## src/rtl/ysyx_25020047_wb_ctrl.sv

```systemverilog
// Multi-cycle commit sequencer: owns the PC and walks each instruction through
// fetch, execute, optional memory access and writeback with IFU/LSU handshakes.
module ysyx_25020047_wb_ctrl #(
  parameter logic [31:0] RESET_PC = 32'h8000_0000,
  parameter int unsigned TIMEOUT  = 255
) (
  input  logic        clk,
  input  logic        rst_n,
  output logic        ifu_req_valid,
  input  logic        ifu_req_ready,
  output logic [31:0] ifu_addr,
  input  logic        ifu_resp_valid,
  input  logic [31:0] ifu_inst,
  output logic [31:0] inst,
  input  logic [63:0] inst_type,
  input  logic [4:0]  rd,
  input  logic        ebreak,
  output logic [31:0] snpc,
  output logic        lsu_req_valid,
  input  logic        lsu_req_ready,
  output logic        lsu_wen,
  input  logic        lsu_resp_valid,
  input  logic [31:0] lsu_rdata,
  output logic [31:0] memdata,
  input  logic [31:0] wbu_wdata,
  input  logic [31:0] wbu_dnpc,
  output logic        rf_wen,
  output logic [4:0]  rf_waddr,
  output logic [31:0] rf_wdata,
  output logic [31:0] pc,
  output logic        commit,
  output logic        halted,
  output logic        err
);

  localparam logic [2:0] S_FREQ  = 3'd0;
  localparam logic [2:0] S_FWAIT = 3'd1;
  localparam logic [2:0] S_EXEC  = 3'd2;
  localparam logic [2:0] S_MREQ  = 3'd3;
  localparam logic [2:0] S_MWAIT = 3'd4;
  localparam logic [2:0] S_WB    = 3'd5;
  localparam logic [2:0] S_HALT  = 3'd6;
  localparam logic [2:0] S_ERR   = 3'd7;

  localparam logic [31:0] TMO_LAST = 32'(TIMEOUT - 1);

  logic [2:0]  state_r, state_nxt_s;
  logic [31:0] pc_r, inst_r, memdata_r, cnt_r;
  logic        ifu_req_valid_r, lsu_req_valid_r, lsu_wen_r;
  logic        load_cls_s, store_cls_s, branch_cls_s, reg_cls_s;
  logic        dnpc_ok_s, counting_s, tmo_s, ifu_acc_s, lsu_acc_s;

  assign load_cls_s   = inst_type[5] | inst_type[6];
  assign store_cls_s  = inst_type[7] | inst_type[8];
  assign branch_cls_s = inst_type[14] | inst_type[15];
  assign reg_cls_s    = (|inst_type) & ~load_cls_s & ~store_cls_s & ~branch_cls_s;
  assign dnpc_ok_s    = (wbu_dnpc[1:0] == 2'b00);
  assign ifu_acc_s    = ifu_req_valid_r & ifu_req_ready;
  assign lsu_acc_s    = lsu_req_valid_r & lsu_req_ready;
  // The first post-reset FREQ cycle has no request yet, so it does not count.
  assign counting_s   = ((state_r == S_FREQ) & ifu_req_valid_r) | (state_r == S_FWAIT) |
                        (state_r == S_MREQ) | (state_r == S_MWAIT);
  assign tmo_s        = counting_s & (cnt_r >= TMO_LAST);

  // Next-state selection; completion of a transaction beats the timeout.
  always_comb begin
    state_nxt_s = state_r;
    case (state_r)
      S_FREQ: begin
        if (ifu_acc_s) state_nxt_s = S_FWAIT;
        else if (tmo_s) state_nxt_s = S_ERR;
        else state_nxt_s = S_FREQ;
      end
      S_FWAIT: begin
        if (ifu_resp_valid) state_nxt_s = S_EXEC;
        else if (tmo_s) state_nxt_s = S_ERR;
        else state_nxt_s = S_FWAIT;
      end
      S_EXEC: begin
        if (ebreak) state_nxt_s = S_HALT;
        else if (inst_type == 64'd0) state_nxt_s = S_ERR;
        else if (load_cls_s | store_cls_s) state_nxt_s = S_MREQ;
        else state_nxt_s = S_WB;
      end
      S_MREQ: begin
        if (lsu_acc_s) state_nxt_s = S_MWAIT;
        else if (tmo_s) state_nxt_s = S_ERR;
        else state_nxt_s = S_MREQ;
      end
      S_MWAIT: begin
        if (lsu_resp_valid) state_nxt_s = S_WB;
        else if (tmo_s) state_nxt_s = S_ERR;
        else state_nxt_s = S_MWAIT;
      end
      S_WB: begin
        if (dnpc_ok_s) state_nxt_s = S_FREQ;
        else state_nxt_s = S_ERR;
      end
      S_HALT:  state_nxt_s = S_HALT;
      S_ERR:   state_nxt_s = S_ERR;
      default: state_nxt_s = S_ERR;
    endcase
  end

  // State, architectural registers, transaction counter and request flops.
  always_ff @(posedge clk or negedge rst_n) begin
    if (!rst_n) begin
      state_r         <= S_FREQ;
      pc_r            <= RESET_PC;
      inst_r          <= 32'd0;
      memdata_r       <= 32'd0;
      cnt_r           <= 32'd0;
      ifu_req_valid_r <= 1'b0;
      lsu_req_valid_r <= 1'b0;
      lsu_wen_r       <= 1'b0;
    end else begin
      state_r         <= state_nxt_s;
      ifu_req_valid_r <= (state_nxt_s == S_FREQ);
      lsu_req_valid_r <= (state_nxt_s == S_MREQ);
      lsu_wen_r       <= (state_nxt_s == S_MREQ) & store_cls_s;
      if ((state_nxt_s != state_r) && ((state_nxt_s == S_FREQ) || (state_nxt_s == S_MREQ)))
        cnt_r <= 32'd0;
      else if (counting_s)
        cnt_r <= cnt_r + 32'd1;
      else
        cnt_r <= cnt_r;
      if ((state_r == S_WB) && dnpc_ok_s) pc_r <= wbu_dnpc;
      else pc_r <= pc_r;
      if ((state_r == S_FWAIT) && ifu_resp_valid) inst_r <= ifu_inst;
      else inst_r <= inst_r;
      if ((state_r == S_MWAIT) && lsu_resp_valid && !store_cls_s) memdata_r <= lsu_rdata;
      else memdata_r <= memdata_r;
    end
  end

  assign ifu_req_valid = ifu_req_valid_r;
  assign ifu_addr      = pc_r;
  assign inst          = inst_r;
  assign snpc          = pc_r + 32'd4;
  assign lsu_req_valid = lsu_req_valid_r;
  assign lsu_wen       = lsu_wen_r;
  assign memdata       = memdata_r;
  assign commit        = (state_r == S_WB) & dnpc_ok_s;
  assign rf_wen        = commit & (reg_cls_s | load_cls_s) & (rd != 5'd0);
  assign rf_waddr      = rd;
  assign rf_wdata      = wbu_wdata;
  assign pc            = pc_r;
  assign halted        = (state_r == S_HALT);
  assign err           = (state_r == S_ERR);

endmodule

```

## config.mk

```make
export PLATFORM = sky130hd
export DESIGN_NAME = ysyx_25020047_wb_ctrl
export DESIGN_NICKNAME = d
export VERILOG_FILES = /design/src/rtl/ysyx_25020047_wb_ctrl.sv
export SDC_FILE = /design/constraint.sdc
export NUM_CORES = 1
export LEC_CHECK = 0
export BUFFER_PORTS_ARGS = -buffer_cell sky130_fd_sc_hd__buf_2
export CAP_MARGIN = 40
export CORE_AREA = 2 2 157 159
export DETAILED_ROUTE_END_ITERATION = 6
export DIE_AREA = 0 0 159 161
export PLACE_DENSITY_LB_ADDON = 0.2
export SLEW_MARGIN = 5
export SYNTH_ARGS = -nofsm -noshare
export SYNTH_HDL_FRONTEND = slang
export SYNTH_SLANG_ARGS = --single-unit
```

## constraint.sdc

```tcl
create_clock -name clk -period 6.7 [get_ports clk]
set_input_delay 1.005 -clock clk [delete_from_list [all_inputs] [get_ports clk]]
set_output_delay 1.005 -clock clk [all_outputs]
set_load 0.05 [all_outputs]
```

# After elaboration in Yosys (flattened, before gate mapping)
# Index checks and enable logic that the tools add are counted.
# classes
addsub	2
n_mul	0
n_div	0
n_lt_le_gt_ge	1
eq_ne	9
shifts	0
n_mux	15
bitwise_logic	22
n_reduce_logical	14
# ops
operator	n
$logic_not A64 Y1	1
$mux W32	2
$reduce_or A64 Y1	1
$add A32 B1 Y32 const B	1
$add A32 B3 Y32 const B	1
$ge A32 B8 Y1 const B	1
$mux W3	10
$pmux W3 S8	1
$eq A3 B3 Y1 const B	4
$and A1 B1 Y1	11
$eq A3 B2 Y1 const B	3
$or A1 B1 Y1	8
$logic_not A3 Y1	2
$logic_and A1 B1 Y1	5
$reduce_bool A5 Y1	1
$mux W2	2
$eq A3 B1 Y1 const B	1
$ne A3 B3 Y1	1
$not A1 Y1	3
$logic_not A2 Y1	1
$reduce_bool A2 Y1	1
$logic_not A1 Y1	1
$logic_or A1 B1 Y1	1
# word_totals
reg_bits	134
latch_bits	0
mem_bits_rw	0
rom_bits	0
in_bits	204
out_inout_bits	204
wordCells	71
memories	0

# Logic depth before layout (Yosys ltp)
# depth
ltp_word	13
depth_mapped	10
depth_no_buf	8

# Worst setup path after synthesis
# No wires, ideal clock.
# synth_timing
path_kind	register to output
startpoint	reg pc_r[3] (netlist: ifu_addr[3])
endpoint	out snpc[26]
arrival_ps	2856
required_time_ps	5695
setup_slack_ps	2839
stages_incl_launch_ff	8
n_path_buf	0
cell_sequence	dfrtp_1 ha_1 nand3_1 nor4_1 and4_1 nand2_1 nor2_1 xor2_1
# synth_via
elab_chain_cells	1
# synth_lines
item	line_no	source
start: declaration	48	logic [31:0] pc_r, inst_r, memdata_r, cnt_r;
start signal: assignment	127	if ((state_r == S_WB) && dnpc_ok_s) pc_r <= wbu_dnpc;
start signal: assignment	128	else pc_r <= pc_r;
$add A32 B3 Y32	139	assign snpc = pc_r + 32'd4;
end: declaration	18	output logic [31:0] snpc,
# Every way passes these cells.

# Worst setup path in the final report
# layout_timing
startpoint	reg pc_r[3] (netlist: ifu_addr[3])
endpoint	out snpc[30]
# The elaborated chain is that of the path after synthesis.

==> results.sh <==
export IMPL_rr_worst_depth=6
export IMPL_synth_mux_area_frac=0.102
export IMPL_finalHoldViolCount=0
export IMPL_dr_first_iter_drc_count=319
export IMPL_ys_types=47
export IMPL_async_flop_share=1.00
export IMPL_ant_nets=0
export IMPL_seq_area_frac_synth=0.473
export IMPL_area_delta_synth_final_pct=30.4
export IMPL_critPathRequiredTime_ns=5.69
export IMPL_end_kind="primary output"
export IMPL_row_count=57
export IMPL_root_buffer="clkbuf_16"
export IMPL_post_cts_buffers=0
export IMPL_dr_pass1_iters=5
export IMPL_antenna_cells=0
export IMPL_synth_ff_type="dfrtp_1"
export IMPL_viasPerCell=4.65
export IMPL_grt_pass1_wl_um=33800
export IMPL_synth_avg_cell_area_um2=10.3
export IMPL_ioPinCount=408
export IMPL_whs_ns=0.503
export IMPL_final_common_cell="buf_2"
export IMPL_crit_type="register to primary output"
export IMPL_fmax_mhz=246
export IMPL_nNetsFinal=1165
export IMPL_syn_area_um2=7090
export IMPL_drive_gt1_frac=0.480
export IMPL_p_clk_frac=0.499
export IMPL_r2r_slack_ns=4.07
export IMPL_peakVddDrop_mv=0.164
export IMPL_hold_start="inst[7]$_DFFE_PN0P_"
export IMPL_switching_share=0.268
export IMPL_post_route_drc_count=0
export IMPL_synth_adder_area_share=0.00530
export IMPL_worstSetupEndpoint="snpc[30]"
export IMPL_p_total_mw=1.92
export IMPL_syn_num_nets=897
export IMPL_synth_compound_area_frac=0.0655
export IMPL_p_int_mw=1.41
export IMPL_r2r_start="state_r[2]$_DFF_PN0_"
export IMPL_outcome="finished clean"
export IMPL_finalClockSkew_ns=0.00973
export IMPL_gp_congestion=0.830
export IMPL_overflow=0
export IMPL_routed_via_count=6022
export IMPL_start_kind="register"
export IMPL_antenna_found_initial=2
export IMPL_period_needed_ns=4.07
export IMPL_yosysWarnings=0
export IMPL_cts_resized=0
export IMPL_path_max_fanout=6
export IMPL_p_seq_frac=0.428
export IMPL_cts_buffer_depth=2
export IMPL_grt_use_total=0.169
export IMPL_core_area_um2=24000
export IMPL_fp_dieH_um=161
export IMPL_synth_edf_count=0
export IMPL_ctsHtreeMaxLevel=4
export IMPL_rsz0062_at_grt="no"
export IMPL_wirelength_um=22100
export IMPL_fin_tns_setup_ns=0
export IMPL_synth_top_family_by_area="simple AND/OR/NAND/NOR gates"
export IMPL_final_util=0.386
export IMPL_synth_xor_area_frac=0.0717
export IMPL_slew_headroom=0.497
export IMPL_clk_latency_ns=0.42
export IMPL_cts_sinks=134
export IMPL_crit_path_start="ifu_addr[3]$_DFFE_PN0P_"
export IMPL_die_area_um2=25600
export IMPL_layout_common_cells="buf_2, dfrtp_1, nand2_1"
export IMPL_crit_chain="ha_1 > nand3_1 > nor4_1 > and4_1 > nand2_1 > nor2_1 > xnor2_1 > buf_2"
export IMPL_drv_slew=0
export IMPL_slowest_stage="nor4_1"
export IMPL_critPathMaxStageDelay_ns=0.67
export IMPL_grt_max_degree=67
export IMPL_combPwrFrac=0.072
export IMPL_port_buffers=343
export IMPL_p_switching_mw=0.514
export IMPL_drv_cap=0
export IMPL_arrival_ns=3.07
export IMPL_dpl_hpwl_um=16600
export IMPL_cts_tree="built"
export IMPL_holdCritPathClass="register to register"
export IMPL_hold_buffers=0
export IMPL_worst_pin_slew_ns=0.748
export IMPL_initial_utilization=0.296
export IMPL_min_period_over_period=0.608
export IMPL_setup_viol=0
export IMPL_syn_inst=690
export IMPL_grt_pass1_vias=5920
export IMPL_p_per_area_nw_per_um2=208
export IMPL_cts_made_buffers=17
export IMPL_reg2reg_to="cnt_r[24]$_DFFE_PN0P_"
export IMPL_ys_seq_elements=134
export IMPL_wl_per_cell_um=17.0
export IMPL_clk_pin_slew_worst_paths_ns=0.07
export IMPL_synthSimpleGateAreaFrac=0.183
export IMPL_p_leak_nw=4.88
export IMPL_fp_dieW_um=159
==> synth_stat cells (all sizes together) (17+ instances only) <==
| library cell | count | area [um^2] |
|---|---|---|
| nand4 | 17 | 106 |
| clkbuf | 19 | 71.3 |
| nand2 | 108 | 405 |
| nand3 | 19 | 95.1 |
| dfrtp | 133 | 3330 |
| buf | 83 | 588 |
| xnor2 | 38 | 333 |
| nor4 | 29 | 203 |
| a211oi | 29 | 248 |
| mux2 | 64 | 721 |
| xor2 | 20 | 175 |
| nor2 | 29 | 109 |
==> how the worst min path moves through the flow <==
stage,endpoint,slack [ns],cells past startpoint
finish,inst[7]$_DFFE_PN0P_,0.50,1
global route,memdata[27]$_DFFE_PN0P_,0.52,1
CTS,inst[1]$_DFFE_PN0P_,0.51,1
detailed placement,memdata[31]$_DFFE_PN0P_,0.49,1
global placement,inst[29]$_DFFE_PN0P_,0.49,1
floorplan,cnt_r[7]$_DFFE_PN0P_,0.55,2
==> state kept, by name (all words and copies together), names as in the netlist <==
register,count
lsu_req_valid,1
lsu_wen,1
ifu_req_valid,1
ifu_addr,32
cnt_r,32
inst,32
state_r,3
memdata,32
==> per-stage QoR <==
step                cells  cell area (um^2)  worst slack (ns)
floorplan             690              7090              2.84
global placement     1262              8610              2.76
detailed placement   1263              8640              2.74
CTS                  1295              9240              2.54
global route         1295              9240              2.30
finish               1295              9240              2.63
==> critical path: cells and delay by family (launching register included) <==
kind                     cells  cell delay, ns
AND/OR/NAND/NOR              5            1.51
adder cells (fa/ha/maj)      1            0.23
XOR/XNOR                     1            0.14
buffers and inverters        1            0.28
flip-flops                   1            0.48
==> metal layers <==
| layer | share of wire | wire length [um] | track usage |
|---|---|---|---|
| met3 | 0.057 | 1250 | 0.0411 |
| met1 | 0.40 | 8910 | 0.199 |
| met5 | 0.00050 | 11 | 0 |
| met4 | 0.014 | 314 | 0.0471 |
| met2 | 0.52 | 11600 | 0.307 |
==> cell type report <==
| cell class | count | area, um^2 |
|---|---|---|
| clock buffer | 17 | 425 |
| sequential | 134 | 3350 |
| multi-input combinational | 442 | 3030 |
| timing repair buffer | 351 | 1800 |
| clock inverter | 15 | 174 |
| fill | 2470 | 14700 |
| inverter | 12 | 45.0 |
| tap | 324 | 405 |
==> cells by family (layout without fill, tap and decap cells) <==
family / after synthesis / in the layout
mux: 64 / 64
xor+xnor: 58 / 58
compound gates: 61 / 61
buf+inv: 114 / 395
fa+ha+maj: 3 / 3
flops: 134 / 134
simple gates: 256 / 256
==> power by group through the flow <==
stage / clock network [mW] / logic, mW / registers [mW]
after CTS: 0.986 / 0.142 / 0.823
after global routing: 1.03 / 0.150 / 0.824
after detailed placement: 0 / 0.142 / 0.838
after floorplan: 0 / 0.0720 / 0.874
after global placement: 0 / 0.139 / 0.838
final: 0.960 / 0.139 / 0.823
(Power assumes the default switching activity.)
